[config.mk]
export PLATFORM = sky130hd
export DESIGN_NAME = if_fetch_queue_flat
export DESIGN_NICKNAME = d
export VERILOG_FILES = /design/src/rtl/if_fetch_queue_pkg.sv /design/src/rtl/if_fetch_queue_if.sv /design/src/rtl/if_fetch_queue_inst_fifo.sv /design/src/rtl/if_fetch_queue.sv /design/src/flat_wrapper.sv
export SDC_FILE = /design/constraint.sdc
export NUM_CORES = 1
export LEC_CHECK = 0
export ABC_AREA = 1
export CAP_MARGIN = 20
export CORE_MARGIN = 2
export CORE_UTILIZATION = 52
export CTS_CLUSTER_DIAMETER = 120
export DETAILED_ROUTE_END_ITERATION = 10
export PLACE_DENSITY = 0.76
export SYNTH_ARGS = -nofsm -noshare
export SYNTH_HDL_FRONTEND = slang
export SYNTH_SLANG_ARGS = --single-unit
export TNS_END_PERCENT = 20
[constraint.sdc]
create_clock -name clk_in -period 4.9 [get_ports clk_in]
set_input_delay 0.735 -clock clk_in [delete_from_list [all_inputs] [get_ports clk_in]]
set_output_delay 0.735 -clock clk_in [all_outputs]
set_load 0.01 [all_outputs]
[src/rtl/if_fetch_queue_pkg.sv]
// ---------------------------------------------------------------------------
// if_fetch_queue_pkg
// Shared types and constants for the instruction-fetch queue slice:
//   INST_W / ADDR_W     instruction and address widths
//   RESET_PC_DEFAULT    default fetch PC after reset
//   fetch_state_e       fetch FSM encoding (IDLE, REQ)
//   fetch_entry_t       one queue entry, {pc, inst}
//   align_pc()          word-aligns a redirect target
// ---------------------------------------------------------------------------
package if_fetch_queue_pkg;

  localparam int INST_W = 32;
  localparam int ADDR_W = 32;

  localparam logic [ADDR_W-1:0] RESET_PC_DEFAULT = 32'h0000_0000;

  typedef enum logic {
    ST_IDLE = 1'b0,
    ST_REQ  = 1'b1
  } fetch_state_e;

  typedef struct packed {
    logic [ADDR_W-1:0] pc;
    logic [INST_W-1:0] inst;
  } fetch_entry_t;

  // Instructions are word aligned; the low two bits of a redirect are dropped.
  function automatic logic [ADDR_W-1:0] align_pc(input logic [ADDR_W-1:0] addr);
    return {addr[ADDR_W-1:2], 2'b00};
  endfunction

endpackage

[src/rtl/if_fetch_queue_if.sv]
// ---------------------------------------------------------------------------
// if_fetch_queue_if
// IF-port bundle between the fetch unit and memctrl.
//   if_read_or_not         fetch request (fetch unit -> memctrl)
//   intru_addr             fetch address (fetch unit -> memctrl)
//   if_load_done           one-cycle completion pulse (memctrl -> fetch unit)
//   mem_ctrl_instru_to_if  fetched word, valid with if_load_done
//   mem_ctrl_busy_state    [1] IF access in progress, [0] MEM access in progress
// Modports: master = fetch unit, slave = memctrl.
// ---------------------------------------------------------------------------
interface if_fetch_queue_if;
  import if_fetch_queue_pkg::*;

  logic              if_read_or_not;
  logic [ADDR_W-1:0] intru_addr;
  logic              if_load_done;
  logic [INST_W-1:0] mem_ctrl_instru_to_if;
  logic [1:0]        mem_ctrl_busy_state;

  modport master (
    output if_read_or_not,
    output intru_addr,
    input  if_load_done,
    input  mem_ctrl_instru_to_if,
    input  mem_ctrl_busy_state
  );

  modport slave (
    input  if_read_or_not,
    input  intru_addr,
    output if_load_done,
    output mem_ctrl_instru_to_if,
    output mem_ctrl_busy_state
  );

endinterface

[src/rtl/if_fetch_queue_inst_fifo.sv]
// ---------------------------------------------------------------------------
// if_inst_fifo
// Synchronous FIFO of {pc, inst} entries feeding the decoder.
//   clk_in    clock, rising edge
//   rst_in    asynchronous active-low reset (pointers and count only)
//   push      write wr_entry at the tail
//   pop       retire the head entry (ignored when empty)
//   clear     synchronous flush; wins over push and pop
//   wr_entry  entry to write
//   rd_entry  head entry, all zero when empty
//   count     number of valid entries
//   empty     count == 0
//   full      count == QUEUE_DEPTH
// ---------------------------------------------------------------------------
module if_inst_fifo
  import if_fetch_queue_pkg::*;
#(
  parameter int QUEUE_DEPTH = 4,
  parameter int PTR_W       = 2
) (
  input  logic         clk_in,
  input  logic         rst_in,
  input  logic         push,
  input  logic         pop,
  input  logic         clear,
  input  fetch_entry_t wr_entry,
  output fetch_entry_t rd_entry,
  output logic [PTR_W:0] count,
  output logic         empty,
  output logic         full
);

  localparam logic [PTR_W:0] DEPTH_CNT = (PTR_W+1)'(QUEUE_DEPTH);

  fetch_entry_t     mem [QUEUE_DEPTH];
  logic [PTR_W-1:0] head_q;
  logic [PTR_W-1:0] tail_q;
  logic [PTR_W:0]   count_q;
  logic             pop_ok;

  assign empty  = (count_q == '0);
  assign full   = (count_q == DEPTH_CNT);
  assign count  = count_q;
  assign pop_ok = pop && !empty;

  always_ff @(posedge clk_in or negedge rst_in) begin
    if (!rst_in) begin
      head_q  <= '0;
      tail_q  <= '0;
      count_q <= '0;
    end else if (clear) begin
      head_q  <= '0;
      tail_q  <= '0;
      count_q <= '0;
    end else begin
      // Pointers wrap naturally because QUEUE_DEPTH is a power of two.
      if (push)   tail_q <= tail_q + 1'b1;
      if (pop_ok) head_q <= head_q + 1'b1;
      case ({push, pop_ok})
        2'b10:   count_q <= count_q + 1'b1;
        2'b01:   count_q <= count_q - 1'b1;
        default: count_q <= count_q;
      endcase
    end
  end

  // Storage is data only; validity is carried entirely by count_q.
  always_ff @(posedge clk_in) begin
    if (push && !clear) mem[tail_q] <= wr_entry;
  end

  assign rd_entry = empty ? '0 : mem[head_q];

endmodule

[src/rtl/if_fetch_queue.sv]
// ---------------------------------------------------------------------------
// if_fetch_queue
// Instruction-fetch initiator on the memctrl IF port. Issues one fetch at a
// time, holds request/address until memctrl completes, queues {pc, inst}
// for the decoder and handles jump redirects (flush + squash).
//   clk_in       clock, rising edge
//   rst_in       asynchronous active-low reset
//   rdy_in       global ready; low freezes all state
//   mem_if       IF-port bundle to memctrl (master side)
//   jump_en      one-cycle redirect request (highest priority)
//   jump_target  redirect PC (low two bits ignored)
//   inst_valid   queue head valid
//   inst         queue head instruction (0 when empty)
//   inst_pc      queue head PC (0 when empty)
//   inst_ready   decoder accepts the head
// ---------------------------------------------------------------------------
module if_fetch_queue
  import if_fetch_queue_pkg::*;
#(
  parameter int                QUEUE_DEPTH = 4,
  parameter int                PTR_W       = 2,
  parameter logic [ADDR_W-1:0] RESET_PC    = RESET_PC_DEFAULT
) (
  input  logic              clk_in,
  input  logic              rst_in,
  input  logic              rdy_in,
  if_fetch_queue_if.master  mem_if,
  input  logic              jump_en,
  input  logic [ADDR_W-1:0] jump_target,
  output logic              inst_valid,
  output logic [INST_W-1:0] inst,
  output logic [ADDR_W-1:0] inst_pc,
  input  logic              inst_ready
);

  localparam logic [PTR_W:0] DEPTH_CNT = (PTR_W+1)'(QUEUE_DEPTH);

  fetch_state_e      state_q, state_d;
  logic              req_q, req_d;
  logic [ADDR_W-1:0] addr_q, addr_d;
  logic [ADDR_W-1:0] pc_q, pc_d;

  logic              fifo_push, fifo_pop, fifo_clear;
  logic              fifo_empty, fifo_full;
  logic [PTR_W:0]    fifo_count;
  fetch_entry_t      fifo_wr, fifo_rd;

  logic              space_avail;

  assign space_avail = (fifo_count < DEPTH_CNT);

  assign fifo_wr.pc   = addr_q;
  assign fifo_wr.inst = mem_if.mem_ctrl_instru_to_if;

  if_inst_fifo #(
    .QUEUE_DEPTH (QUEUE_DEPTH),
    .PTR_W       (PTR_W)
  ) u_inst_fifo (
    .clk_in   (clk_in),
    .rst_in   (rst_in),
    .push     (fifo_push),
    .pop      (fifo_pop),
    .clear    (fifo_clear),
    .wr_entry (fifo_wr),
    .rd_entry (fifo_rd),
    .count    (fifo_count),
    .empty    (fifo_empty),
    .full     (fifo_full)
  );

  always_comb begin
    state_d    = state_q;
    req_d      = req_q;
    addr_d     = addr_q;
    pc_d       = pc_q;
    fifo_push  = 1'b0;
    fifo_pop   = 1'b0;
    fifo_clear = 1'b0;

    if (rdy_in) begin
      if (jump_en) begin
        // Redirect squashes the in-flight fetch and discards any done/pop
        // of this cycle; the request stays low for at least one cycle so
        // memctrl restarts its access cleanly.
        fifo_clear = 1'b1;
        pc_d       = align_pc(jump_target);
        state_d    = ST_IDLE;
        req_d      = 1'b0;
      end else begin
        fifo_pop = !fifo_empty && inst_ready;
        case (state_q)
          ST_IDLE: begin
            // A done seen here belongs to a squashed fetch and is dropped.
            // Space is judged on the current count, so a fetch is only
            // issued when its result is guaranteed a slot.
            if (space_avail && !mem_if.mem_ctrl_busy_state[0]) begin
              state_d = ST_REQ;
              req_d   = 1'b1;
              addr_d  = pc_q;
            end
          end
          ST_REQ: begin
            if (mem_if.if_load_done) begin
              // The slot was reserved at issue; the full guard only stops a
              // stray memctrl pulse from corrupting the head.
              fifo_push = !fifo_full || fifo_pop;
              pc_d      = pc_q + 32'd4;
              req_d     = 1'b0;
              state_d   = ST_IDLE;
            end
          end
          default: begin
            state_d = ST_IDLE;
            req_d   = 1'b0;
          end
        endcase
      end
    end
  end

  always_ff @(posedge clk_in or negedge rst_in) begin
    if (!rst_in) begin
      state_q <= ST_IDLE;
      req_q   <= 1'b0;
      addr_q  <= RESET_PC;
      pc_q    <= RESET_PC;
    end else begin
      state_q <= state_d;
      req_q   <= req_d;
      addr_q  <= addr_d;
      pc_q    <= pc_d;
    end
  end

  assign mem_if.if_read_or_not = req_q;
  assign mem_if.intru_addr     = addr_q;

  assign inst_valid = !fifo_empty;
  assign inst       = fifo_rd.inst;
  assign inst_pc    = fifo_rd.pc;

endmodule

[src/flat_wrapper.sv]
// flat-port wrapper written by rule: the top's interface ports become plain ports
module if_fetch_queue_flat import if_fetch_queue_pkg::*;
#(
  parameter int                QUEUE_DEPTH = 4,
  parameter int                PTR_W       = 2,
  parameter logic [ADDR_W-1:0] RESET_PC    = RESET_PC_DEFAULT
)
  (clk_in, rst_in, rdy_in, jump_en, jump_target, inst_valid, inst, inst_pc, inst_ready, mem_if_if_read_or_not, mem_if_intru_addr, mem_if_if_load_done, mem_if_mem_ctrl_instru_to_if, mem_if_mem_ctrl_busy_state);
  if_fetch_queue_if mem_if_i ();
  input  logic clk_in;
  input  logic rst_in;
  input  logic rdy_in;
  input  logic jump_en;
  input  logic [ADDR_W-1:0] jump_target;
  output logic inst_valid;
  output logic [INST_W-1:0] inst;
  output logic [ADDR_W-1:0] inst_pc;
  input  logic inst_ready;
  output wire logic [$bits(mem_if_i.if_read_or_not)-1:0] mem_if_if_read_or_not;
  output wire logic [$bits(mem_if_i.intru_addr)-1:0] mem_if_intru_addr;
  input wire logic [$bits(mem_if_i.if_load_done)-1:0] mem_if_if_load_done;
  input wire logic [$bits(mem_if_i.mem_ctrl_instru_to_if)-1:0] mem_if_mem_ctrl_instru_to_if;
  input wire logic [$bits(mem_if_i.mem_ctrl_busy_state)-1:0] mem_if_mem_ctrl_busy_state;
  assign mem_if_if_read_or_not = mem_if_i.if_read_or_not;
  assign mem_if_intru_addr = mem_if_i.intru_addr;
  assign mem_if_i.if_load_done = mem_if_if_load_done;
  assign mem_if_i.mem_ctrl_instru_to_if = mem_if_mem_ctrl_instru_to_if;
  assign mem_if_i.mem_ctrl_busy_state = mem_if_mem_ctrl_busy_state;
  if_fetch_queue #(.QUEUE_DEPTH(QUEUE_DEPTH), .PTR_W(PTR_W), .RESET_PC(RESET_PC)) u_core (.clk_in(clk_in), .rst_in(rst_in), .rdy_in(rdy_in), .mem_if(mem_if_i), .jump_en(jump_en), .jump_target(jump_target), .inst_valid(inst_valid), .inst(inst), .inst_pc(inst_pc), .inst_ready(inst_ready));
endmodule
* Word level (Yosys, flattened, before mapping)
Memories as Yosys holds them, arrays and structs flattened.
Cells that the tools add are included.
** Operators by class
- Bitwise logic cells :: 2
- $lt $le $gt $ge :: 1
- Add/subtract/negate cells :: 5
- Muxes and demuxes :: 28
- Equality and inequality tests :: 5
- Reduce and logical (&&, ||, !) cells :: 18
** Operator list (number)
- 32-bit 2-to-1 mux :: 3
- 64-bit 2-to-1 mux :: 1
- 32-bit by 3-bit adder with 32-bit output, second input constant :: 1
- 1-bit 2-to-1 mux :: 16
- 2-bit 2-to-1 mux :: 4
- 2-bit nonzero test :: 4
- 3-bit case mux with 2 select lines :: 1
- 3-bit AND reduction :: 2
- 2-bit by 1-bit adder with 2-bit output, second input constant :: 2
- 1-bit logical AND :: 4
- 1-bit logical NOT :: 4
- 1-bit case mux with 2 select lines :: 2
- 4-bit AND reduction :: 1
- 3-bit by 1-bit adder with 3-bit output, second input constant :: 1
- 3-bit equality test, second input constant :: 1
- 3-bit logical NOT :: 1
- 3-bit < comparator, second input constant :: 1
- 3-bit 2-to-1 mux :: 1
- 3-bit by 2-bit != test with 1-bit output, second input constant :: 1
- 3-bit != test, second input constant :: 1
- 3-bit nonzero test :: 1
- 3-bit by 1-bit subtractor with 3-bit output, second input constant :: 1
- 2-bit by 1-bit equality test with 1-bit output, second input constant :: 1
- 2-bit equality test, second input constant :: 1
- other kinds (2) :: 3
** Storage, ports and cells
- Register bits :: 73
- Output and inout bits :: 98
- Memories :: 1
- Bits of input ports :: 72
- Logic and storage cells :: 67
- Memory bits (writable) :: 256
** Memories
- u_core.u_inst_fifo.mem :: depth 4, bits a word 64, rd ports 1, clocked after Yosys merged registers in 0, wr ports 1, line if_fetch_queue_inst_fifo.sv:35 : fetch_entry_t mem [QUEUE_DEPTH];

* Depth between registers and ports, before layout
Gate-level depths: netlist of the first run.
- Word-level depth :: 11
- Mapped depth :: 12
- Depth with buffers taken out :: 12

* By module
Synthesis of the first run repeated with hierarchy kept, for this count alone.
** Second synthesis, totals
- Cells, all modules :: 1325
- Area, all modules :: 13943.4 um^2
** Modules (own cells, without submodules)
- if_inst_fifo :: area an instance 10375.0 um^2, instances 1, cells each 821, seq. area each 7862.5 um^2
- if_fetch_queue :: area an instance 3568.4 um^2, instances 1, cells each 504, seq. area each 1551.5 um^2

* Worst setup path before layout of the first run
Ideal clock, no wire load.
- Kind :: input to register
- From :: input jump_en
- To :: memory u_core.u_inst_fifo.mem[0][0] in the netlist's numbering, enable pin
- Setup slack :: 545 ps
- Path buffers :: 1
- Stages on the path :: 4
- Library setup time :: 482 ps
- Arrival time :: 3872 ps
- Required time :: 4418 ps
- Cell sequence :: buf_2 nor2_1 nand4_1 nor2_1
** On the way
- Cells in the longest elaborated chain, start to end :: 6
- Elaborated cells between the ends (all ways) :: 8
- Those cells by class :: mux: 6; reduce/logical: 2
** Ends and longest elaborated chain
- from (decl) :: line flat_wrapper.sv:13 : input logic jump_en;
- 1-bit 2-to-1 mux :: line if_fetch_queue.sv:81 : if (jump_en) begin
- 1-bit 2-to-1 mux :: line if_fetch_queue.sv:80 : if (rdy_in) begin
- 1-bit logical NOT :: line if_fetch_queue_inst_fifo.sv:69 : if (push && !clear) mem[tail_q] <= wr_entry;
- 1-bit logical AND * :: line if_fetch_queue_inst_fifo.sv:69
- 1-bit 2-to-1 mux * :: line if_fetch_queue_inst_fifo.sv:69
- 1-bit 2-to-1 mux (implied by the code) * :: line if_fetch_queue_inst_fifo.sv:69
- to (decl) :: line if_fetch_queue_inst_fifo.sv:35
Mark *: on every way between the ends. The rest lies on a longest branch, timed or not.

* Worst setup path after layout of the first run
- From :: register u_core.u_inst_fifo.head_q[0]
- To :: output inst_pc[18]
** On the way
- Cells in the longest elaborated chain, start to end :: 2
** Ends and longest elaborated chain
- from (decl) :: line if_fetch_queue_inst_fifo.sv:36 : logic [PTR_W-1:0] head_q;
- from (signal assigned) :: line if_fetch_queue_inst_fifo.sv:58 : if (pop_ok) head_q <= head_q + 1'b1;
- memory read 4 x 64 bit
- 64-bit 2-to-1 mux :: line if_fetch_queue_inst_fifo.sv:72 : assign rd_entry = empty ? '0 : mem[head_q];
- to (decl) :: line flat_wrapper.sv:17 : output logic [ADDR_W-1:0] inst_pc;
Every way passes these cells.

==> run summary, run 1 <==
The final route contains 9625 vias. The via count of the first global-routing pass is 9106, and the async set-reset flop share out of synthesis is 21.77%. The final layout contains routed wiring with a total length of 31.09 mm. The count of state elements after synthesis is 317. The most numerous cell type found on the critical path is sky130_fd_sc_hd__nor2_1. The first global-routing pass estimated 47.28 mm of wire.

The instance count of the mapped netlist was 1298; the share of Yosys cell area claimed by the top area cell type was 55.33%. The number of flops mapped to enable cells by yosys came out at 248. For this run, the slowest stage of the critical path takes 0.90 ns.

The first TritonRoute pass finished after 5 iterations. Measured along the y axis, the die boundary spans 164.9 um. Summed over all cells, the static leakage comes to 6.095 nW.

Summing the areas of all compound-gate instances in the mapped netlist gives 10.40% of the synthesized area. Across the run, the number of max-cap violations was 0. For this run, design rule violations remaining after detail routing come to 0. The leading cell type by number of instances after synthesis was sky130_fd_sc_hd__nor2_1.

Once the clock tree was built, the setup fixing pass inserted 0 buffers. Cell-internal power: 5.704 mW. The tools report the clock root buffer as sky130_fd_sc_hd__clkbuf_16. Of the total power, combinational logic draws 27.6%.

The flow ran to the end, and the final reports show no timing, DRC or antenna violations. Setup repair after global routing left no endpoint under its margin. From synthesis to final layout, the design area changed by 22.01%.

The total half-perimeter wirelength after legalization and detailed placement was 18.68 mm; the final cell count without fillers was 1799. The clock network accounts for 28.4% of the total power. The placed cell count came out at 1742.

After synthesis, the largest family of logic cells by area is simple AND/OR/NAND/NOR gates. The tightest min-delay check is of the in2async type. For this run, the number of Yosys warnings is 0. The initial antenna violation count is 0. Walking the worst path, the cells encountered are buf_4, nor2_1, nor2_1, o21ai_0, a21oi_1, clkdlybuf4s50_1. The vias per cell is 5.350.

The critical path in this run is classified as reg2out. For this design the ratio of total power to cell area is 507.8 mW/mm^2. 170 I/O pins were placed.

Setup violations remaining at the end of the flow were counted as 0. The run gives 317 as the number of sinks handled by clock tree synthesis. For this run, the register share of the synthesized area comes to 68.15%. The count of buffers inserted at the top-level ports came out at 162.

At the end of routability-driven placement, the weighted congestion stood at 0.8802. After synthesis, the most frequently instantiated cells are sky130_fd_sc_hd__nor2_1, sky130_fd_sc_hd__edfxtp_1, sky130_fd_sc_hd__nand2_1. The per-instance average area after synthesis works out to 10.37 um^2. The final layout contains 1524 nets. Initial core utilization: 53.15%. The maximum number of pins on one net before global-route repair came out at 66.

Setup total negative slack on the finished layout was measured at 0 ns. The number of diodes is 0. The maximum level of the CTS H-tree came out at 1. Clock tree synthesis inserted a total of 31 buffers. For the number of nets with antenna violations after detailed routing, the log shows 0.

In the synthesized netlist the dominant register cell turns out to be sky130_fd_sc_hd__edfxtp_1. The clock input transition at the sequential cells of the worst setup and hold paths is 0.07 ns. TritonCTS built the clock tree.

The maximum fanout encountered on the critical timing path is 65, and the number of buffers added to fix hold violations after cts is 0. The ratio of cells with drive above 1 in the final layout was 6.195%. The slowest cell on the critical path is sky130_fd_sc_hd__dfrtp_4. The die covers 0.02719 mm^2.

The total number of placement rows is 58. The XOR/XNOR share of the synthesized area was 0.1301%; the fraction of power consumed by sequential logic was 44.0%. In the finished design, the share of the clock period the worst path needs comes to 84.65%. The library cell with the largest summed area after synthesis is sky130_fd_sc_hd__edfxtp_1. The run gives 0 as the total count of hold-check failures in the final report.

Summing every instance area after synthesis gives 0.01346 mm^2. Measured against its own limit, the worst slew margin works out to 32.60%. STA puts the critical path data required time at 4.16 ns. Ranked by total cell area, the synthesized netlist is headed by sky130_fd_sc_hd__edfxtp_1, sky130_fd_sc_hd__dfrtp_1, sky130_fd_sc_hd__nor2_1. Fill cells in the final layout number 1985. Hold timing on the final database bottoms out at a slack of 0.2893 ns.

The logs give 834 for the number of design-rule violations left by the first detailed-router iteration and 0.55 ns for the insertion delay of the later-clocked pin in the worst-skew pair. The data arrival at the endpoint of the critical path came out at 3.41 ns. The logs give 0 for the global route total overflow and 0 for the final count of pins violating max slew.

The logs give 22.64% for the total routing usage reported by global routing and 241.1 MHz for the maximum achievable frequency. Placeable core region: 0.02533 mm^2. The chip width was 164.9 um.

For the pin with the worst max-slew slack, the measured transition is 1.007 ns. Type of origin of the critical path: a flip-flop. In this run, post-CTS repair resized a total of 0 instances.

The mean routed wirelength per cell was 17.28 um. Of the total synthesized cell area, the portion taken by full adders, half adders and majority gates is 0.7065%. The clock period could shrink to 4.148 ns. The clock passes through at most 3 buffers. The run gives 2.636 mW as the net load switching power.

Of the total power, the share spent switching nets is 31.61%. Total design power: 8.339 mW. The maximum vdd ir drop is 0.2784 mV. In the synthesized netlist, mux cells make up 0% of the area. Across the routed clock network, the largest skew measured is 0.01057 ns.

The number of different library cells used by synthesis comes to 34. The worst setup path is captured at an output port. Summing the areas of all and, or, nand and nor instances in the mapped netlist gives 16.33% of the synthesized area.
==> registers in the layout (all words and copies together), names as in the netlist <==
signal                        flops
u_core.mem_if.if_read_or_not      1
u_core.mem_if.intru_addr         30
u_core.pc_q                      30
u_core.state_q                    1
u_core.u_inst_fifo.count          3
u_core.u_inst_fifo.head_q         2
u_core.u_inst_fifo.mem          248
u_core.u_inst_fifo.tail_q         2
==> layout by cell type (no fill, tap or decap), drive strengths merged, types with 11 or more instances in the layout <==
master | synthesis | routed
o21ai | 183 | 183
edfxtp | 248 | 248
inv | 70 | 71
a21oi | 76 | 76
nand2 | 179 | 179
clkdlybuf4s50 | 0 | 161
nor2 | 335 | 335
dfrtp | 69 | 69
buf | 28 | 18
nand3 | 38 | 38
clkinv | 0 | 11
clkbuf | 40 | 39
==> worst max-delay path, delay by kind of cell, from the launching register on <==
family | cells | cell delay [ns]
AND/OR/NAND/NOR | 2 | 0.21
AO/OA/AOI/OAI | 2 | 0.42
flip-flops | 1 | 0.90
buffers and inverters | 2 | 1.28
==> power groups by stage <==
stage	clock, mW	sequential [mW]	combinational [mW]
final	2.37	3.67	2.30
after global routing	2.50	3.71	2.53
after CTS	2.41	3.67	2.32
after detailed placement	0	3.72	2.31
after global placement	0	3.70	2.27
after floorplan	0	3.58	1.16
==> metal layers <==
| layer | share of wire, % | vias up | track usage (%) |
|---|---|---|---|
| met1 | 42 | 4511 | 30.62 |
| met2 | 48 | 377 | 38.23 |
| met3 | 8.4 | 47 | 4.119 |
| met5 | 0 | - | 0 |
| met4 | 1.7 | 0 | 5.692 |
| li1 | - | 4690 | - |
==> layout make-up <==
class / instances / area (um^2) / share of cell area (%)
clock buffers: 39 / 847.1 / 5.158
clock inverters: 18 / 190.2 / 1.158
inverters: 70 / 262.8 / 1.600
multi-input cells: 846 / 3762 / 22.91
flip-flops and latches: 317 / 9179 / 55.89
well taps: 330 / 412.9 / 2.514
repair buffers: 179 / 1769 / 10.77
==> logic make-up after synthesis <==
| family | Yosys count |
|---|---|
| AOI/OAI and AO/OA | 271 |
| xor gates and xnor gates | 2 |
| adders and majority gates | 7 |
| buffers and inverters | 138 |
| DFF | 317 |
| other | 1 |
| and+or+nand+nor | 562 |
==> final timing paths <==
path | startpoint | endpoint | slack, ns | cells past startpoint
max | u_core.u_inst_fifo.head_q[0] | inst_pc[18] | 0.75 | 6
min | rst_in | u_core.pc_q[2] | 0.29 | 1
max reg2reg | u_core.u_inst_fifo.count[0] | u_core.u_inst_fifo.count[1] | 2.44 | 7
min reg2reg | u_core.pc_q[31] | u_core.pc_q[31] | 0.52 | 2
max in group asynchronous | rst_in | u_core.u_inst_fifo.head_q[0] | 3.60 | 2
min in group clk_in | u_core.pc_q[31] | u_core.pc_q[31] | 0.52 | 2
==> stage by stage <==
step	util, %	setup WS, ns	instance area (um^2)
2_1_floorplan	-	0.5453	13470
3_3_place_gp	60.75	1.251	15390
3_5_place_dp	60.75	1.141	15390
4_1_cts	64.85	0.7469	16420
5_1_grt	64.85	0.5858	16420
6_report	64.85	0.7521	16420
Power figures use the tool's default switching activity.
==> run 2, diff against run 1 <==
--- a/config.mk
+++ b/config.mk
@@ -8,7 +8,7 @@
 export ABC_AREA = 1
 export CAP_MARGIN = 20
 export CORE_MARGIN = 2
-export CORE_UTILIZATION = 52
+export CORE_UTILIZATION = 50
 export CTS_CLUSTER_DIAMETER = 120
 export DETAILED_ROUTE_END_ITERATION = 10
 export PLACE_DENSITY = 0.76
==> constraint.sdc (replaced) <==
create_clock -name clk_in -period 3.5 [get_ports clk_in]
set_input_delay 0.525 -clock clk_in [delete_from_list [all_inputs] [get_ports clk_in]]
set_output_delay 0.525 -clock clk_in [all_outputs]
set_load 0.01 [all_outputs]
==> run 2 against run 1 <==
  * Via count increased by 0.98%
  * Sequential power grew 38%
  * Wire length is 2.2% higher
  * Sequential share of layout area down 0.62 points
  * Sequential cell count is the same
  * Clock-buffer cell count grew 7
  * Core utilization fell by 2.7 points
  * Critical path depth did not move
  * Clock power grew 46%
  * Design area is 1.1% higher
  * Global-route usage up 0.10 points
  * Total power increased by 43%
  * Critical endpoint unchanged
  * Largest cell class unchanged
==> run summary, run 2 (synthesized netlist as in run 1, its figures left out) <==
Number of filler instances in the final layout: 2140. The count of buffers inserted at the top-level ports was 162. In this run the number of cells on the critical path is 6.

For the global route total overflow, the log shows 0. For this configuration, the core starts out at a cell density of 50.37%. The via count came out at 9719.

CTS saw 317 sinks. Once detailed placement completed, the half-perimeter wirelength came to 19.37 mm. The maximum fanout encountered on the critical timing path came out at 49. After detailed placement, the total cell area comes to 0.01553 mm^2.

The die footprint came out at 0.02825 mm^2. Entering global routing, the biggest net connects 77 pins. The die boundary height was 168.1 um; the vias per cell was 5.340. At the pin with the least slew margin, the transition time is 0.5812 ns.

The clock period could shrink to 3.292 ns. The max-capacitance violation count is 0. The run finished with clean final reports.

For the maximum level of the CTS H-tree, the log shows 2. The tools report the via count of the first global-routing pass as 9477. The run gives 0 as the total count of hold-check failures in the final report.

The placeable core region was 0.02673 mm^2; the number of buffers added to fix hold violations after cts was 0. Counting along the longest clock path gives a buffer depth of 3. The data arrival at the endpoint of the critical path was 2.77 ns; the mean routed wirelength per cell was 17.46 um. The library cells used most frequently in the layout, excluding fill and tap cells, are sky130_fd_sc_hd__nor2_1, sky130_fd_sc_hd__edfxtp_1, sky130_fd_sc_hd__nand2_1. TritonCTS built the clock tree. For the total design power, the log shows 11.89 mW. The first global-routing pass estimated 50.26 mm of wire. The clock reaches the later pin of the worst-skew pair after 0.51 ns. Measured against its own limit, the worst slew margin works out to 61.25%. The number of buffers and inverters on the critical path is 2. The most common cell after layout, fill and taps aside was sky130_fd_sc_hd__nor2_1. The total routing usage reported by global routing was 22.74%.

Once placement completed, the tool counted placed cells totaling 1760. Measured along the x axis, the die boundary spans 168.1 um. The tools report the kind of end point of the critical path as an output port. The register with the most flip-flops in the layout has 248 of them. The leakage power of the design was 6.185 nW; the maximum achievable frequency was 303.7 MHz. Wires add up to 31.78 mm. At the worst endpoint, the required time is 2.97 ns. The area growth from synthesis to layout was 23.38%. The run gives 34 as the total CTS buffers. The worst setup path is of the reg2out kind. The net count reported at finish was 1534; the final clock period utilization by the worst path was 94.07%.

The first detailed-routing pass took 7 iterations. After clock tree synthesis, the clock-pin slew on the worst setup and hold paths is 0.07 ns. The number of diodes is 0, and the ratio of cells with drive above 1 in the final layout is 6.491%. The tree is rooted in a sky130_fd_sc_hd__clkbuf_16. The logic depth of the worst register-to-register path was 11. The classification of the worst-slack hold path is in2async. Cells fill 62.14% of the core in the end. Number of design-rule violations left by the first detailed-router iteration: 893. In the routed design, unresolved DRC markers number 0. After clock tree synthesis, the repair step resized 0 gates. Traced cell by cell, the critical path runs through buf_4, nor2_1, nor2_1, o21ai_0, a21oi_1, clkdlybuf4s50_1.

Setup repair after global routing left no endpoint under its margin. For this design, the slowest cell found on the critical path is sky130_fd_sc_hd__clkdlybuf4s50_1. In this design, the stage delay of the slowest critical-path cell is 0.63 ns. The I/O pin count is 170, and the placer congestion estimate is 0.8597. The worst setup path is launched from a flip-flop. The final count of pins violating max slew is 0.

Counting flops per register, the top entry is u_core.u_inst_fifo.mem. The clock skew is 0.01749 ns, and the maximum vdd ir drop is 0.2960 mV. Top cell family by delay on the critical path: buffers and inverters.

The count of nets left with antenna violations once routing finished came out at 0. The final number of setup-violating endpoints is 0, and the power density over the cells is 715.8 mW/mm^2. After routing the design area is 0.01661 mm^2. For the post-route worst hold slack, the log shows 0.02620 ns.

The initialized floorplan defines 60 standard-cell rows. Number of buffers inserted to repair setup after CTS: 0. The most numerous cell type found on the critical path is sky130_fd_sc_hd__nor2_1.

Once layout is complete, the cells apart from fillers number 1820. The run gives 0 as the initial antenna violation count.
run 2: worst register-to-register path, cell delays in order, from the launching register on:
cell	delay, ns
sky130_fd_sc_hd__dfrtp_1	0.42
sky130_fd_sc_hd__nor3_4	0.51
sky130_fd_sc_hd__buf_4	0.36
sky130_fd_sc_hd__nor2_1	0.11
sky130_fd_sc_hd__ha_1	0.21
sky130_fd_sc_hd__inv_1	0.10
sky130_fd_sc_hd__fa_1	0.19
sky130_fd_sc_hd__xnor2_1	0.08
sky130_fd_sc_hd__a21oi_1	0.13
sky130_fd_sc_hd__o21ai_0	0.11
sky130_fd_sc_hd__o211ai_1	0.10
sky130_fd_sc_hd__inv_1	0.05
run 2: final timing paths:
path                                                   start                           end  slack (ns)
worst max-delay path            u_core.u_inst_fifo.head_q[0]                   inst_pc[18]        0.21
min in group clk_in                          u_core.pc_q[31]               u_core.pc_q[31]        0.51
worst max register to register   u_core.u_inst_fifo.count[1]   u_core.u_inst_fifo.count[2]        1.02
worst min-delay path                                  rst_in               u_core.pc_q[10]        0.03
worst min register to register               u_core.pc_q[31]               u_core.pc_q[31]        0.51
max in group asynchronous                             rst_in  u_core.u_inst_fifo.head_q[0]        3.14
run 2: report_power, final:
part	switching, mW	internal, mW	total (mW)
Combinational	1.85	1.51	3.36
Clock	1.38	2.07	3.45
Sequential	0.485	4.59	5.07
Total	3.72	8.16	11.9
run 2: metal layers:
metal  routed length, um  track usage (%)  share of wire, %
met5                   0                0                 0
met4                 643            6.447               2.0
met3                2107            3.620               6.6
met2               15070            37.37                47
met1               13960            31.82                44
run 2: layout make-up:
type | instances | area, um^2 | area share, %
clock buffer | 46 | 959.7 | 5.779
clock inverter | 14 | 120.1 | 0.7233
inverter | 70 | 262.8 | 1.582
multi-input combinational | 846 | 3762 | 22.65
sequential | 317 | 9179 | 55.27
tap | 341 | 426.7 | 2.569
timing repair buffer | 186 | 1897 | 11.42
run 2: stage by stage:
stage / TNS [ns] / setup slack, ns
after global placement: 0 / 0.7157
after CTS: 0 / 0.2320
final: 0 / 0.2075
after floorplan: -159.89 / -0.6447
after detailed placement: 0 / 0.7286
after global routing: 0 / 0.1264
==> run 3, diff against run 2 <==
--- a/config.mk
+++ b/config.mk
@@ -12,6 +12,7 @@
 export CTS_CLUSTER_DIAMETER = 120
 export DETAILED_ROUTE_END_ITERATION = 10
 export PLACE_DENSITY = 0.76
+export SLEW_MARGIN = 25
 export SYNTH_ARGS = -nofsm -noshare
 export SYNTH_HDL_FRONTEND = slang
 export SYNTH_SLANG_ARGS = --single-unit
==> results of run 3 <==
Same layout as run 2: the final DEF is identical, and so are final timing and power.
